[config.mk]
export PLATFORM = sky130hd
export DESIGN_NAME = unpooler
export DESIGN_NICKNAME = d
export VERILOG_FILES = /design/src/rtl/unpooler.sv
export SDC_FILE = /design/constraint.sdc
export NUM_CORES = 1
export LEC_CHECK = 0
export CAP_MARGIN = 20
export CORE_ASPECT_RATIO = 1.2
export CORE_MARGIN = 4
export CORE_UTILIZATION = 32
export CTS_CLUSTER_DIAMETER = 150
export CTS_CLUSTER_SIZE = 12
export DETAILED_ROUTE_END_ITERATION = 12
export GPL_ROUTABILITY_DRIVEN = 0
export SLEW_MARGIN = 20
export SYNTH_ARGS = -nofsm -noshare
export SYNTH_HDL_FRONTEND = slang
export SYNTH_SLANG_ARGS = --single-unit
[constraint.sdc]
create_clock -name clk -period 1.6 [get_ports clk]
set_input_delay 0.16 -clock clk [delete_from_list [all_inputs] [get_ports clk]]
set_output_delay 0.16 -clock clk [all_outputs]
set_load 0.1 [all_outputs]
[src/rtl/unpooler.sv]
// ============================================================================
//  Module      : unpooler
//  Description : Nearest-neighbour upsampler. Each pooled input value is
//                replicated into a P x P block of an M x M output map.
//  Revision    : 1.0  initial release
// ============================================================================
`default_nettype none

module unpooler #(
    parameter int M  = 12,
    parameter int P  = 3,
    parameter int DW = 8
) (
    input  logic          clk,
    input  logic          master_rst_n,
    input  logic [DW-1:0] data_in,
    input  logic          valid_in,
    output logic          ready_in,
    input  logic          ce,
    output logic [DW-1:0] data_out,
    output logic          valid_op,
    output logic          end_op
);

    localparam int W     = M / P;
    localparam int REP_W = (P > 1) ? $clog2(P) : 1;
    localparam int COL_W = (W > 1) ? $clog2(W) : 1;

    localparam logic [REP_W-1:0] C_REP_LAST = REP_W'(P - 1);
    localparam logic [COL_W-1:0] C_COL_LAST = COL_W'(W - 1);
    localparam logic [REP_W-1:0] C_REP_ONE  = REP_W'(1);
    localparam logic [COL_W-1:0] C_COL_ONE  = COL_W'(1);

    generate
        if (((M % P) != 0) || (P < 2)) begin : g_bad_params
            $error("unpooler: M must be a multiple of P and P must be >= 2");
        end
    endgenerate

    typedef enum logic [0:0] {
        S_FILL   = 1'b0,
        S_REPLAY = 1'b1
    } state_t;

    state_t            r_state;
    state_t            w_state_nxt;
    logic [REP_W-1:0]  r_rep;
    logic [COL_W-1:0]  r_col;
    logic [REP_W-1:0]  r_row;
    logic [COL_W-1:0]  r_grp;
    logic [DW-1:0]     r_hold;
    logic              r_hold_v;
    logic [DW-1:0]     r_linebuf [0:W-1];

    logic w_valid;
    logic w_consume;
    logic w_rep_last;
    logic w_col_last;
    logic w_row_last;
    logic w_grp_last;
    logic w_col_adv;
    logic w_xfer;

    assign w_rep_last = (r_rep == C_REP_LAST);
    assign w_col_last = (r_col == C_COL_LAST);
    assign w_row_last = (r_row == C_REP_LAST);
    assign w_grp_last = (r_grp == C_COL_LAST);

    // Replay rows always have a pixel ready in the line buffer.
    assign w_valid   = (r_state == S_REPLAY) | r_hold_v;
    assign w_consume = w_valid & ce;
    assign w_col_adv = w_consume & w_rep_last;

    assign valid_op = w_valid;
    assign data_out = (r_state == S_REPLAY) ? r_linebuf[r_col] : r_hold;
    assign end_op   = w_valid & w_grp_last & w_row_last & w_col_last & w_rep_last;
    assign ready_in = master_rst_n & (r_state == S_FILL)
                    & (~r_hold_v | (ce & w_rep_last));
    assign w_xfer   = valid_in & ready_in;

    always_ff @(posedge clk or negedge master_rst_n) begin
        if (!master_rst_n) begin
            r_state <= S_FILL;
        end else begin
            r_state <= w_state_nxt;
        end
    end

    always_comb begin
        w_state_nxt = r_state;
        case (r_state)
            S_FILL: begin
                if (w_col_adv && w_col_last) begin
                    w_state_nxt = S_REPLAY;
                end
            end
            S_REPLAY: begin
                if (w_col_adv && w_col_last && w_row_last) begin
                    w_state_nxt = S_FILL;
                end
            end
            default: w_state_nxt = S_FILL;
        endcase
    end

    always_ff @(posedge clk or negedge master_rst_n) begin
        if (!master_rst_n) begin
            r_rep <= '0;
            r_col <= '0;
            r_row <= '0;
            r_grp <= '0;
        end else if (w_consume) begin
            if (w_rep_last) begin
                r_rep <= '0;
                r_col <= w_col_last ? '0 : r_col + C_COL_ONE;
                if (w_col_last) begin
                    if (r_state == S_FILL) begin
                        r_row <= C_REP_ONE;
                    end else if (w_row_last) begin
                        r_row <= '0;
                        r_grp <= w_grp_last ? '0 : r_grp + C_COL_ONE;
                    end else begin
                        r_row <= r_row + C_REP_ONE;
                    end
                end
            end else begin
                r_rep <= r_rep + C_REP_ONE;
            end
        end
    end

    // A value accepted on the last pixel of row 0 belongs to the next group;
    // it waits in the hold register through the replay rows.
    always_ff @(posedge clk or negedge master_rst_n) begin
        if (!master_rst_n) begin
            r_hold   <= '0;
            r_hold_v <= 1'b0;
        end else if (w_xfer) begin
            r_hold   <= data_in;
            r_hold_v <= 1'b1;
        end else if (w_col_adv && (r_state == S_FILL)) begin
            r_hold_v <= 1'b0;
        end
    end

    // The line buffer slot tracks the value presented during row 0.
    always_ff @(posedge clk) begin
        if ((r_state == S_FILL) && r_hold_v) begin
            r_linebuf[r_col] <= r_hold;
        end
    end

endmodule

`default_nettype wire

Word-level counts from Yosys, hierarchy flattened
Memory sizes are Yosys's and may differ from the RTL's.
Index checks and enable logic that the tools add are counted.
{"block": "totals", "register_bits": 18, "latchBits": 0, "ramBits": 32, "mem_bits_ro": 0, "in_bits": 12, "out_inout_bits": 11, "wordCells": 51, "memories": 1}
{"block": "op_classes", "addsub": 4, "mul": 0, "n_div": 0, "order_cmp": 0, "eq_ne": 4, "n_shift": 0, "muxes": 13, "bitwise": 14, "reduce_logical": 8}
{"name": "r_linebuf", "depth": 4, "word_bits": 8, "read_ports": 1, "rd_clocked_by_memory_dff": 0, "write_ports": 1, "line": "53", "source": "logic [DW-1:0] r_linebuf [0:W-1];"}
{"operator": "$and A1 B1 Y1", "count": 10}
{"operator": "$mux W2", "count": 5}
{"operator": "$add A2 B1 Y2 const B", "count": 4}
{"operator": "$eq A2 B2 Y1 const B", "count": 4}
{"operator": "$mux W8", "count": 1}
{"operator": "$mux W1", "count": 6}
{"operator": "$reduce_and A5 Y1", "count": 1}
{"operator": "$logic_and A1 B1 Y1", "count": 4}
{"operator": "$reduce_and A3 Y1", "count": 1}
{"operator": "$not A1 Y1", "count": 2}
{"operator": "$or A1 B1 Y1", "count": 2}
{"operator": "$pmux W1 S2", "count": 1}
{"operator": "$reduce_and A2 Y1", "count": 1}
{"operator": "$reduce_bool A2 Y1", "count": 1}

Logic depth before layout (Yosys ltp)
Gate-level depths: netlist of run 1.
{"block": "depth", "ltp_word": 7, "mapped_depth": 4, "ltp_nobuf": 4}

Worst setup path before layout of run 1
Ideal clock, no wire load.
{"block": "synth_timing", "path_type": "reg2out", "from": "register r_col[0]", "to": "output port end_op", "arrival_time_ns": 2.738, "t_required_ns": 1.440, "path_slack_ns": -1.298, "path_stages_with_launch": 4, "n_path_buf": 0, "cell_sequence": "dfrtp_1 -> ha_1 -> nand3b_1 -> nor3_1"}
{"block": "synth_via", "elab_chain_len": 3}
{"element": "start: declaration", "line": "48", "source": "logic [COL_W-1:0] r_col;"}
{"element": "start signal: assignment", "line": "115", "source": "r_col <= w_col_last ? '0 : r_col + C_COL_ONE;"}
{"element": "$eq A2 B2 Y1", "line": "65", "source": "assign w_col_last = (r_col == C_COL_LAST);"}
{"element": "$and A1 B1 Y1 (2 in a row)", "line": "76", "source": "assign end_op = w_valid & w_grp_last & w_row_last & w_col_last & w_rep_last;"}
{"element": "end: declaration", "line": "22", "source": "output logic end_op"}
No other way between the ends.

Worst setup path after layout of run 1
{"block": "layout_timing", "from": "register r_col[0]", "to": "output port data_out[5]"}
{"block": "layout_via", "elab_chain_len": 2}
{"element": "$mem_v2 Z4 W8"}
{"element": "$mux W8", "line": "75", "source": "assign data_out = (r_state == S_REPLAY) ? r_linebuf[r_col] : r_hold;"}
{"element": "end: declaration", "line": "20", "source": "output logic [DW-1:0] data_out,"}
No other way between the ends.

==> impl_metrics.json, run 1 <==
{
  "synth_edf_count": 32,
  "layout-drive-gt1-share": 0.500,
  "synth_area_um2": 2180,
  "cp.required_ns": 1.44,
  "crit_fanout": 5,
  "crit_path_top_delay_cell": "mux4_2",
  "ys_warn_count": 0,
  "netlist.area_leader.share": 0.440,
  "drv_cap": 0,
  "syn_area_per_cell_um2": 17.6,
  "synthFlopType": "edfxtp_1",
  "min_period_over_period": 1.23,
  "cp_data_arrival_time_ns": 1.81,
  "max_freq_mhz": 508,
  "synth_top_area_cell": "edfxtp_1",
  "synth_common_cells": "edfxtp_1, dfrtp_1, mux2_2",
  "grt_max_degree": 19,
  "use_met1": 0.139,
  "rows": 32,
  "ys_seq_elements": 50,
  "htreeDepth": 2,
  "crit_path_cell_trace": "buf_6 > mux4_2 > mux2_4 > buf_12",
  "wl_per_cell_um": 16.2,
  "async_flop_share": 0.360,
  "diodes": 0,
  "gr-total-overflow": 0,
  "register_area_um2": 1410,
  "synthToLayoutAreaGrowth_pct": 38.4,
  "grt_pass1_wl_mm": 7.29,
  "hold_ws_ns": 0.401,
  "setup_viol": 10,
  "fp.dieW_um": 83.4,
  "clkSinkCount": 50,
  "min_path_type": "primary input to asynchronous set/reset pin",
  "tns_ns": -3.07,
  "layout.nets": 194,
  "initial_core_util": 0.334,
  "wl_mm": 4.27,
  "ys_top_cells_by_area": "edfxtp_1, dfrtp_1, mux4_2",
  "violations": "negative setup slack",
  "finClkSkew_ns": 0.00939,
  "drt_iter0_markers": 70,
  "cts_buffers": 5,
  "grt_util_all_layers": 0.114,
  "clock_latency_ns": 0.30,
  "slew_headroom": 0.742,
  "cp-start-kind": "flip-flop",
  "clock_path_buffers": 2,
  "root_buffer": "clkbuf_8",
  "final-hold-violation-count": 0,
  "place_area_um2": 2790,
  "dp_hpwl_mm": 3.23,
  "report.final.slew_viol_count": 0,
  "worstSetupEndpointType": "output port",
  "critPathTopFamily": "multiplexers",
  "grt-busiest-layer": "met2",
  "rsz0062_at_grt": "yes",
  "path_buf_inv": 2,
  "die_y_um": 98.5,
  "synth_cell_type_count": 27,
  "drcViolationCount": 0,
  "met2_usage": 0.202,
  "multi_input_area_um2": 803,
  "drtPass1Iterations": 4,
  "path_clk_slew_ns": 0.09,
  "vias": 1243,
  "cpPeakStageDelay_ns": 0.50,
  "stdcell_count": 263,
  "grt_pass1_vias": 1417,
  "status": "finished with violations",
  "tightestPinTransition_ns": 0.386,
  "nFillCells": 565,
  "io_pins": 23,
  "grt_use_met3": 0.0242,
  "synthCells": 124,
  "ant_nets": 0,
  "vias_per_cell": 4.73,
  "cts_tree": "done",
  "stdcell_area_um2": 3020,
  "antenna_found_initial": 0,
  "worst_slack_ns": -0.368,
  "synth_most_common_cell": "edfxtp_1",
  "dp.cells": 250,
  "seq_area_frac_synth": 0.647,
  "synth_nets": 141,
  "die-area_um2": 8210,
  "numPortBuffers": 22,
  "worst-setup-path-type": "flip-flop to output port",
  "fin_crit_ns": 1.97,
  "core_um2": 6530
}
==> cell usage in the layout, fill, tap and decap left out, types with 3 or more instances in the layout <==
master           instances
edfxtp_1                32
buf_4                   23
dfrtp_1                 16
buf_12                  12
mux2_4                  11
clkdlybuf4s50_1         11
mux2_2                   9
mux4_2                   8
clkbuf_8                 6
o21ai_0                  4
ha_1                     4
buf_6                    4
nand2_1                  3
nor2_1                   3
==> path summary, 6_finish.rpt <==
kind / start / end / slack (ns) / cells past startpoint
setup / recovery: r_col[0] / data_out[5] / -0.37 / 4
hold / removal: master_rst_n / r_hold[0] / 0.40 / 3
setup reg to reg: r_col[0] / r_row[1] / 0 / 7
hold reg to reg: r_hold[3] / r_linebuf[1][3] / 0.55 / 0
max in group asynchronous: master_rst_n / r_state / 0.97 / 3
min in group clk: data_in[0] / r_hold[0] / 0.48 / 2
==> sequential cells by signal (all words and copies together), names as in the netlist <==
signal / cells
r_grp: 2
r_row: 2
r_linebuf: 32
r_rep: 2
r_hold_v: 1
r_col: 2
r_hold: 8
r_state: 1
==> worst register-to-register path, stage by stage, from the launching register on <==
cell	delay (ns)
dfrtp_1	0.40
buf_6	0.14
buf_6	0.11
ha_4	0.15
nand3b_1	0.11
buf_4	0.16
nor2_4	0.12
mux2_4	0.31
==> logic make-up after synthesis <==
family	count (synthesis)	synth area share
DFF	50	0.647
AOI/OAI and AO/OA	9	0.0304
buffers and inverters	7	0.0166
adders and majority gates	5	0.0287
muxes	29	0.205
and+or+nand+nor	24	0.0728
==> timing repair <==
action / CTS / global route
endpoints found under the hold margin: 0 / 0
resized for setup: 5 / 14
endpoints found under the setup margin: 15 / 23
hold buffers: 0 / 0
pin swaps: 0 / 3
buffers inserted: 2 / 3
cloned: 0 / 0
==> per-layer routing <==
metal | share of wire | routed length, um
met1 | 0.40 | 1710
met5 | 0 | 0
met3 | 0.040 | 170
met2 | 0.55 | 2330
met4 | 0.012 | 50
==> cell type report <==
class	instances	share of cell area
sequential	50	0.468
multi-input combinational	67	0.266
timing repair buffer	50	0.188
tap	85	0.0352
clock buffer	7	0.0286
clock inverter	1	0.00995
inverter	3	0.00373
==> through the flow <==
| step | setup WS, ns | util |
|---|---|---|
| 2_1_floorplan | -0.0115 | - |
| 3_3_place_gp | -0.0482 | 0.427 |
| 3_5_place_dp | -0.137 | 0.427 |
| 4_1_cts | -0.387 | 0.449 |
| 5_1_grt | -0.442 | 0.463 |
| 6_report | -0.368 | 0.463 |
Power of run 1 is left out: the tool's default activity adds up to more than one toggle a clock period on the data nets, which glitch-free logic cannot reach.
==> run 2, diff against run 1 <==
--- a/config.mk
+++ b/config.mk
@@ -6,7 +6,6 @@
 export NUM_CORES = 1
 export LEC_CHECK = 0
 export CAP_MARGIN = 20
-export CORE_ASPECT_RATIO = 1.2
 export CORE_MARGIN = 4
 export CORE_UTILIZATION = 32
 export CTS_CLUSTER_DIAMETER = 150
==> run 2 against run 1 <==
Net effect: the flow still finishes with violations (negative setup slack); routed wire length increased by 1.8%; clock-buffer cell count down 1; cell count up 0.76%; sequential cell count unchanged; clock skew decreased by 0.0024 ns; die area about the same; largest cell class unchanged.
==> impl_metrics.json, run 2 (synthesis gave the netlist of run 1 again) <==
{
  "vias": 1283,
  "grt_pass1_wl_mm": 7.23,
  "cp-start-kind": "flip-flop",
  "crit_path_top_delay_cell": "mux4_2",
  "drtPass1Iterations": 3,
  "diodes": 0,
  "grt_pass1_vias": 1450,
  "finClkSkew_ns": 0.00697,
  "dp_hpwl_mm": 3.19,
  "cpPeakStageDelay_ns": 0.51,
  "clock_path_buffers": 2,
  "largest_register": "r_linebuf",
  "tightestPinTransition_ns": 0.258,
  "die-area_um2": 8200,
  "drt_iter0_markers": 55,
  "min_period_over_period": 1.23,
  "crit_fanout": 5,
  "clkSinkCount": 50,
  "max_freq_mhz": 510,
  "final-hold-violation-count": 0,
  "ant_nets": 0,
  "cts_buffers": 5,
  "die_y_um": 90.6,
  "cp.required_ns": 1.44,
  "setup_viol": 9,
  "worst_slack_ns": -0.360,
  "stdcell_area_um2": 3050,
  "layout.nets": 204,
  "path_clk_slew_ns": 0.09,
  "htreeDepth": 2,
  "drcViolationCount": 0,
  "rows": 29,
  "report.final.slew_viol_count": 0,
  "status": "finished with violations",
  "drv_cap": 0,
  "layout-drive-gt1-share": 0.521,
  "root_buffer": "clkbuf_8",
  "rsz0062_at_grt": "yes",
  "final_common_cell": "buf_4",
  "fp.dieW_um": 90.6,
  "final_cell_mix": "buf_4, edfxtp_1, dfrtp_1, buf_12, mux2_2",
  "core_um2": 6490,
  "ff2ff_path_depth": 5,
  "worstSetupEndpointType": "output port",
  "gr-total-overflow": 0,
  "antenna_found_initial": 0,
  "numPortBuffers": 22,
  "clock_latency_ns": 0.30,
  "wl_mm": 4.34,
  "synthToLayoutAreaGrowth_pct": 39.9,
  "vias_per_cell": 4.84,
  "worst-setup-path-type": "flip-flop to output port",
  "grt_max_degree": 17,
  "cp_data_arrival_time_ns": 1.80,
  "place_area_um2": 2860,
  "crit_path_cell_trace": "buf_4 > mux4_2 > mux2_4 > buf_12",
  "wl_per_cell_um": 16.4,
  "largest_reg_flops": 32,
  "slew_headroom": 0.828,
  "initial_core_util": 0.336,
  "fin_crit_ns": 1.96,
  "violations": "negative setup slack",
  "cts_tree": "done",
  "reg_top3": "r_linebuf: 32 flops, r_hold: 8 flops",
  "io_pins": 23,
  "min_path_type": "primary input to asynchronous set/reset pin",
  "grt_util_all_layers": 0.113
}
==> run 2: cell types whose count changed in the layout (fill, tap and decap cells not counted), moves of 2 or more <==
cell / delta
buf_4: +10
clkinv_4: +2
mux2_2: +3
mux2_4: -3
==> run 2: area by class of cell <==
| type | instances | area, um^2 |
|---|---|---|
| clock buffer | 6 | 82.6 |
| sequential | 50 | 1410 |
| multi-input combinational | 67 | 779 |
| timing repair buffer | 60 | 652 |
| clock inverter | 2 | 17.5 |
| inverter | 3 | 11.3 |
| tap | 77 | 96.3 |
| fill | 559 | 3440 |
==> run 2: metal layers <==
| layer | GRT usage | share of wire | vias up |
|---|---|---|---|
| met5 | 0 | 0 | - |
| met1 | 0.136 | 0.42 | 659 |
| li1 | - | - | 594 |
| met4 | 0.0268 | 0.012 | 0 |
| met3 | 0.0367 | 0.041 | 6 |
| met2 | 0.196 | 0.53 | 24 |
==> run 2: critical path, delay by kind of cell (launching register included) <==
kind / cells / cell delay [ns]
DFF: 1 / 0.36
muxes: 2 / 0.80
buffers and inverters: 2 / 0.33
==> run 2: final timing paths <==
check | endpoint | from | slack (ns)
min reg2reg | r_grp[1] | r_grp[1] | 0.53
min in group clk | r_hold[0] | data_in[0] | 0.45
max | data_out[7] | r_col[0] | -0.36
max in group asynchronous | r_state | master_rst_n | 1.08
min | r_rep[1] | master_rst_n | 0.28
max reg2reg | r_row[0] | r_col[0] | 0.02
==> run 2: stage by stage <==
step	cells	hold WS [ns]	setup TNS, ns	worst slack (ns)	util
floorplan	124	-0.136	-0.0115	-0.0115	-
global route	265	0.291	-4.35	-0.438	0.470
global placement	249	0.494	-0.0306	-0.0151	0.440
finish	265	0.276	-3.04	-0.360	0.470
detailed placement	249	0.517	-0.349	-0.0485	0.440
CTS	259	0.291	-3.30	-0.375	0.459
==> run 2: what timing repair did <==
item	4_1_cts	5_1_grt
pin swaps	0	1
endpoints found under the setup margin	15	45
gates resized for setup	4	8
hold buffers	0	0
buffers inserted	2	6
Power of run 2 is left out for the same reason.
==> run 3, diff against run 2 <==
--- a/config.mk
+++ b/config.mk
@@ -7,7 +7,7 @@
 export LEC_CHECK = 0
 export CAP_MARGIN = 20
 export CORE_MARGIN = 4
-export CORE_UTILIZATION = 32
+export CORE_UTILIZATION = 40
 export CTS_CLUSTER_DIAMETER = 150
 export CTS_CLUSTER_SIZE = 12
 export DETAILED_ROUTE_END_ITERATION = 12
==> run 3 against run 2 <==
Net effect: the run still ends with negative setup slack left; clock skew down 0.0044 ns; highest routed layer unchanged; core utilization up 10 points; register-to-register slack improved by 0.05 ns.
==> impl_metrics.json, run 3 (synthesis gave the netlist of run 1 again) <==
{
  "wl_per_cell_um": 15.6,
  "min_period_over_period": 1.23,
  "cts_tree": "done",
  "worst-setup-path-type": "flip-flop to output port",
  "cpPeakStageDelay_ns": 0.50,
  "root_buffer": "clkbuf_8",
  "cp-start-kind": "flip-flop",
  "slew_headroom": 0.856,
  "crit_fanout": 5,
  "worst_slack_ns": -0.364,
  "drv_cap": 0,
  "drtPass1Iterations": 4,
  "numPortBuffers": 22,
  "layout-drive-gt1-share": 0.480,
  "cp_data_arrival_time_ns": 1.80,
  "antenna_found_initial": 0,
  "fp.dieW_um": 81.9,
  "largest_reg_flops": 32,
  "reg_top3": "r_linebuf: 32 flops, r_hold: 8 flops",
  "multi_input_area_um2": 779,
  "crit_path_cell_trace": "buf_4 > mux4_2 > mux2_4 > buf_12",
  "initial_core_util": 0.419,
  "synthToLayoutAreaGrowth_pct": 36.4,
  "crit_path_top_delay_cell": "mux4_2",
  "gr-total-overflow": 0,
  "largest_register": "r_linebuf",
  "register_area_um2": 1410,
  "rsz0062_at_grt": "yes",
  "dp_hpwl_mm": 2.76,
  "grt_pass1_wl_mm": 6.35,
  "fin_crit_ns": 1.96,
  "ant_nets": 0,
  "path_clk_slew_ns": 0.09,
  "final_core_util": 0.572,
  "tightestPinTransition_ns": 0.216,
  "final_cell_mix": "edfxtp_1, buf_4, dfrtp_1, buf_12, mux2_2",
  "nFillCells": 414,
  "status": "finished with violations",
  "htreeDepth": 2,
  "tns_ns": -3.00,
  "diodes": 0,
  "rows": 26,
  "worstSetupEndpointType": "output port",
  "grt_pass1_vias": 1332,
  "core_um2": 5200,
  "final_common_cell": "edfxtp_1",
  "violations": "negative setup slack",
  "clock_path_buffers": 2,
  "drcViolationCount": 0,
  "vias_per_cell": 4.85,
  "die-area_um2": 6700,
  "clkSinkCount": 50,
  "hold_buffers": 0,
  "min_path_type": "primary input to asynchronous set/reset pin",
  "max_freq_mhz": 509,
  "drt_iter0_markers": 32,
  "report.final.slew_viol_count": 0,
  "vias": 1189,
  "io_pins": 23,
  "clock_latency_ns": 0.29,
  "setup_viol": 9,
  "finClkSkew_ns": 0.00258,
  "final-hold-violation-count": 0,
  "wl_mm": 3.81,
  "cts_buffers": 5,
  "grt_util_all_layers": 0.132,
  "layout.nets": 191,
  "grt_max_degree": 20,
  "cp.required_ns": 1.44,
  "die_y_um": 81.9
}
==> run 3: metrics by stage <==
step                instance area, um^2  hold slack (ns)  setup WS [ns]  std cells
finish                             2980            0.282         -0.364        245
detailed placement                 2790            0.505        -0.0641        232
CTS                                2950            0.269         -0.388        244
floorplan                          2200           -0.136        -0.0115        124
global placement                   2790            0.494        -0.0338        232
global route                       2980            0.288         -0.458        245
==> run 3: timing repair <==
item                                    CTS  global route
buffers inserted                          4             1
pin swaps                                 0             2
endpoints found under the setup margin   11            21
gates cloned                              0             0
resized for setup                         5             6
==> run 3: final timing paths <==
kind                               from          end  slack (ns)  cells after the start
max in group asynchronous  master_rst_n      r_state        1.14                      2
max reg2reg                    r_col[0]     r_row[1]        0.07                      5
min in group clk             data_in[6]    r_hold[6]        0.47                      2
min                        master_rst_n    r_hold[6]        0.28                      2
min reg2reg                    r_grp[1]     r_grp[1]        0.52                      1
max                            r_col[0]  data_out[7]       -0.36                      4
==> run 3: worst max-delay path, delay by kind of cell (launching register included) <==
kind,cells,cell delay [ns]
buf+inv,2,0.33
flops,1,0.39
mux,2,0.79
==> run 3: layout make-up <==
cell class | count | area share
flip-flops and latches | 50 | 0.475
multi-input cells | 67 | 0.262
repair buffers | 47 | 0.190
well taps | 70 | 0.0294
clock buffers | 7 | 0.0290
clock inverters | 1 | 0.0101
inverters | 3 | 0.00378
==> run 3: metal layers <==
layer	global-route usage	vias up	wire length (um)
met4	0.0515	0	74
met5	0	-	0
met1	0.148	587	1560
met3	0.0373	9	139
li1	-	570	-
met2	0.235	23	2040
Power of run 3 is left out for the same reason.
